`config.mk`:
```
export PLATFORM = sky130hd
export DESIGN_NAME = ramb16_s4_port_ctrl
export DESIGN_NICKNAME = d
export VERILOG_FILES = /design/src/rtl/ramb16_s4_port_ctrl.sv
export SDC_FILE = /design/constraint.sdc
export NUM_CORES = 1
export LEC_CHECK = 0
export ABC_AREA = 1
export CAP_MARGIN = 30
export CORE_ASPECT_RATIO = 0.9
export CORE_UTILIZATION = 42
export CTS_BUF_LIST = sky130_fd_sc_hd__clkbuf_4 sky130_fd_sc_hd__clkbuf_8
export DETAILED_ROUTE_END_ITERATION = 8
export PLACE_DENSITY_LB_ADDON = 0.3
export SLEW_MARGIN = 15
export SYNTH_ARGS = -nofsm -noshare
export SYNTH_HDL_FRONTEND = slang
export SYNTH_SLANG_ARGS = --single-unit
```
`constraint.sdc`:
```
create_clock -name clk -period 1.4 [get_ports clk]
set_clock_uncertainty 0.1 [all_clocks]
set_input_delay 0.14 -clock clk [delete_from_list [all_inputs] [get_ports clk]]
set_output_delay 0.14 -clock clk [all_outputs]
set_load 0.05 [all_outputs]
```
`src/rtl/ramb16_s4_port_ctrl.sv`:
```
// ============================================================================
// ramb16_s4_port_ctrl : request/response controller for one RAMB16 S4 port
//                       with a 2-entry read buffer and a whole-array fill.
// Revision 1.0
// ============================================================================
`default_nettype none

module ramb16_s4_port_ctrl #(
  parameter int ADDR_WIDTH = 12,
  parameter int DATA_WIDTH = 4
) (
  input  logic                  clk,
  input  logic                  rst,
  input  logic                  req_valid,
  output logic                  req_ready,
  input  logic                  req_we,
  input  logic [ADDR_WIDTH-1:0] req_addr,
  input  logic [DATA_WIDTH-1:0] req_data,
  output logic                  rsp_valid,
  input  logic                  rsp_ready,
  output logic [DATA_WIDTH-1:0] rsp_data,
  input  logic                  fill_start,
  input  logic [DATA_WIDTH-1:0] fill_val,
  output logic                  fill_busy,
  output logic                  fill_done,
  output logic                  ram_en,
  output logic                  ram_we,
  output logic                  ram_ssr,
  output logic [ADDR_WIDTH-1:0] ram_addr,
  output logic [DATA_WIDTH-1:0] ram_di,
  input  logic [DATA_WIDTH-1:0] ram_do
);

  typedef enum logic [0:0] {
    IDLE = 1'b0,
    FILL = 1'b1
  } state_t;

  state_t                  state;
  state_t                  state_nxt;
  logic [ADDR_WIDTH-1:0]   fill_cnt;
  logic [DATA_WIDTH-1:0]   fill_pat;
  logic                    fill_done_r;
  logic                    inflight;
  logic [1:0]              count;
  logic [DATA_WIDTH-1:0]   buf_mem [2];
  logic                    wr_ptr;
  logic                    rd_ptr;

  logic                    accept;
  logic                    fill_issue;
  logic                    fill_last;
  logic                    pop;
  logic                    push;

  always_ff @(posedge clk) begin
    if (rst) begin
      state <= IDLE;
    end else begin
      state <= state_nxt;
    end
  end

  always_comb begin
    state_nxt  = state;
    fill_issue = 1'b0;
    fill_last  = 1'b0;
    case (state)
      IDLE: begin
        if (fill_start) begin
          state_nxt = FILL;
        end
      end
      FILL: begin
        fill_issue = 1'b1;
        if (fill_cnt == {ADDR_WIDTH{1'b1}}) begin
          fill_last = 1'b1;
          state_nxt = IDLE;
        end
      end
      default: state_nxt = IDLE;
    endcase
  end

  // The pop credit lets a new read in whenever the head leaves this cycle,
  // so occupancy (buffered + in flight) never exceeds two.
  always_comb begin
    rsp_valid = (count != 2'd0);
    pop       = rsp_valid & rsp_ready;
    push      = inflight;
    req_ready = (state == IDLE) & ~rst &
                ((({1'b0, count} + {2'b00, inflight}) < 3'd2) | pop);
    accept    = req_valid & req_ready;
    ram_en    = rst | accept | fill_issue;
    ram_we    = ~rst & ((accept & req_we) | fill_issue);
    ram_ssr   = rst;
    ram_addr  = fill_issue ? fill_cnt : req_addr;
    ram_di    = fill_issue ? fill_pat : req_data;
  end

  assign rsp_data  = buf_mem[rd_ptr];
  assign fill_busy = (state == FILL);
  assign fill_done = fill_done_r;

  always_ff @(posedge clk) begin
    if (rst) begin
      fill_cnt    <= '0;
      fill_pat    <= '0;
      fill_done_r <= 1'b0;
      inflight    <= 1'b0;
      count       <= 2'd0;
      wr_ptr      <= 1'b0;
      rd_ptr      <= 1'b0;
      buf_mem[0]  <= '0;
      buf_mem[1]  <= '0;
    end else begin
      fill_done_r <= fill_last;
      if ((state == IDLE) && fill_start) begin
        fill_cnt <= '0;
        fill_pat <= fill_val;
      end else if (fill_issue) begin
        fill_cnt <= fill_cnt + ADDR_WIDTH'(1);
      end

      // RAM_DO is only meaningful the cycle after a read; write cycles never push.
      inflight <= accept & ~req_we;
      if (push) begin
        buf_mem[wr_ptr] <= ram_do;
        wr_ptr          <= ~wr_ptr;
      end
      if (pop) begin
        rd_ptr <= ~rd_ptr;
      end
      case ({push, pop})
        2'b10:   count <= count + 2'd1;
        2'b01:   count <= count - 2'd1;
        default: count <= count;
      endcase
    end
  end

endmodule

`default_nettype wire
```
==> metrics.md <==
| Metric | Value |
|---|---|
| Maximum resistive drop on vdd | between 0.9 and 1 mV |
| Unrepaired setup endpoints after global routing | yes |
| Number of buffers on the longest clock path | 2 |
| Cell type of the slowest stage on the worst timing path | dfxtp_4 |
| Worst min path class | input port to flop |
| Maximum level of the CTS H-tree | 2 |
| Vias in the first global route | 1879 |
| Final setup slack of the worst path | -0.1915 ns |
| Area of the core region | 0.003528 sq mm |
| First-pass GRT wire length | about 9000 um |
| Std cell rows | 20 |
| Number of violations reported at the end of detailed-routing iteration 0 | 181 |
| Critical Path Sink Type | flop |
| Required time of the worst setup path | around 1.5 ns |
| DRC violation count after routing | 0 |
| Global-route usage over all layers | 31.19% |
| Via count of the routed design | 2109 |
| Post-synthesis sequential element count | 32 |
| Violations in the final reports | negative setup slack |
| Count of yosys warnings during synthesis | 0 |
| Die height | around 61 um |
| CTS sink count | 32 |
| Kind of launch point of the worst setup path | flop |
| Drt via density | 5.875 |
| Total chip power | 0.003212 W |
| Fin. Hold Viols | 0 |
| Arrival time at the worst endpoint | 1.71 ns |
| Crit Path Max Fanout | 7 |
| Fin Setup TNS | -3.524 ns |
| Synthesized cell area | approximately 0.0016 sq mm |
| Max_cap viols | 0 |
| Clock-pin slew of the registers on the worst-case setup and hold paths | 0.07 ns |
| Register area share after synthesis | 44.69% |
| Slew @ Worst Pin | 0.2879 ns |
| Initial antenna violation count | 0 |
| Relative max-transition margin | 80.66% |
| Routed len/inst | 22.29 um |
| Number of instances in the synthesized netlist | between 200 and 250 |
| Post-route worst hold slack | 0.3309 ns |
| Worst reg-to-reg path cell count | 7 |
| CP max stage delay | 0.41 ns |
| CTS tree | done |
| Cell types with the largest area share after synthesis | dfxtp_1 (30%), edfxtp_1 (15%), nand2_1 (12%) |
| # nets final | 346 |
| Mean cell area of the mapped netlist | between 7 and 8 sq um |
| Congestion Overflow GR | 0 |
| Final-report setup violation count | 38 |
| Power per standard cell area | ~970 mW/mm^2 |
| Area fraction of the dominant cell type after synthesis | 29.79% |
| Leakage power total | 1.430 nW |
| Starting utilization of the core area | 45.71% |
| Count of distinct cell types in the synthesized netlist | 25 |
| ANT nets after route | 0 |
| Area of the die | 0.004092 sq mm |
| Final critical-path share of the clock period | 113.7% |
| Ports placed on the boundary | 57 |
| Synth Net Count | 254 |
| Cts-stage hold buffer count | 0 |
| Run status | finished, violations left |
| Number of max-slew violations in the final report | 0 |
| Clock latency on the worst-skew pair | 0.29 ns |
| Input/output buffers | 56 |
| Leading cell types in the layout, fill and taps excluded | inv_1 (31), clkdlybuf4s50_1 (28), nand2_1 (26), buf_12 (26) |
| Number of instances on the worst hold path | 2 |
| DRT Wirelength | 8003 um |
| Clock Tree Root | clkbuf_8 |
| Final Critical Period | between 1.5 and 2 ns |
| Fraction of layout cells with a size suffix above 1 | 44.13% |
| Worst Path Class, Setup | flop to flop |
| Critical path cell sequence | inv_8 > clkbuf_16 > buf_4 > a21oi_4 > buf_6 > o21ai_0 > a21oi_1 |
| Maximum number of pins on one net before global-route repair | 12 |
| Horizontal die dimension | between 60 and 70 um |
| Number of detailed-route iterations in the first pass | 5 |
| Inserted Clock Buffers | 5 |
| RePlAce Congestion | 0.8493 |
| Cell type contributing the most total cell area after synthesis | dfxtp_1 |
| Most common cell after layout, fill and taps aside | inv_1 |
| Highest achievable clock rate | 628.3 MHz |
| Ant diodes | 0 |
| DP HPWL | 3741 um |
| Area added between synthesis and finish | 104.3% |
critical path: cells and delay by family, from the launching register on:
kind            cells  cell delay, ns
compound gates      3            0.45
buf+inv             4            0.55
flops               1            0.41
where the power goes:
| group | switching [W] | internal, W | leakage [nW] |
|---|---|---|---|
| Combinational | 0.000738 | 0.000682 | 1.10 |
| Sequential | 0.0000454 | 0.000991 | 0.281 |
| Clock | 0.000371 | 0.000385 | 0.0467 |
| Total | 0.00115 | 0.00206 | 1.43 |
through the flow:
step                util, %  std cells  cell area (sq um)  worst slack, ns
floorplan                 -        222               1871         -0.02054
global placement      80.00        334               2823          -0.1255
detailed placement    80.00        334               2823          -0.1939
CTS                   89.86        355               3171          -0.1008
global route          93.37        359               3294          -0.2502
finish                93.37        359               3294          -0.1915
final timing paths:
| path | start | endpoint | slack [ns] |
|---|---|---|---|
| max reg2reg | fill_busy | fill_cnt[5] | -0.19 |
| min reg2reg | fill_cnt[2] | fill_cnt[2] | 0.41 |
| min | req_we | inflight | 0.33 |
| max | fill_busy | fill_cnt[5] | -0.19 |
synth_stat cells:
cell	n
o21bai_1	1
nand4_1	2
ha_1	2
clkbuf_1	1
edfxtp_1	8
nor2_4	1
xor2_1	1
mux2_2	4
nor3b_1	1
nand3_1	12
nand2_1	50
nor2_2	2
a21oi_1	8
a21boi_0	1
inv_1	36
nor3_1	4
o21ai_0	29
nand2_2	2
a21oi_4	1
nand3b_1	1
dfxtp_1	24
inv_2	3
buf_2	2
buf_4	2
nor2_1	24
repair_timing:
item / in CTS / in global routing
buffers inserted: 12 / 2
resized for setup: 50 / 22
setup endpoints to repair: 25 / 42
gates cloned: 1 / 2
pin swaps: 12 / 1
state kept, by name, indices dropped and copies added (netlist names), named ones only:
name       count
fill_cnt      12
buf_mem        8
rd_ptr         1
fill_busy      1
fill_done      1
wr_ptr         1
fill_pat       4
inflight       1
count          2
layer usage:
layer	GRT usage [%]	share of wire, %
met1	35.81	36
met2	56.57	50
met3	6.391	9.1
met4	12.77	5.0
met5	0	0
logic make-up (layout without fill, tap and decap cells):
group | after synthesis | in the layout | synth area share (%)
buf+inv | 44 | 137 | 10.86
simple gates | 99 | 99 | 26.14
flops | 32 | 32 | 44.69
xor+xnor | 1 | 1 | 0.5432
fa+ha+maj | 2 | 2 | 1.551
compound gates | 40 | 40 | 13.42
mux | 4 | 4 | 2.793
final cells by class:
class	instances	area [sq um]
inverter	39	168.9
fill	117	234.0
tap	44	55.05
multi-input combinational	146	1071
timing repair buffer	90	1176
clock buffer	7	83.83
sequential	32	735.7
clock inverter	1	3.754
No activity file was read; power rests on OpenSTA's default activity.
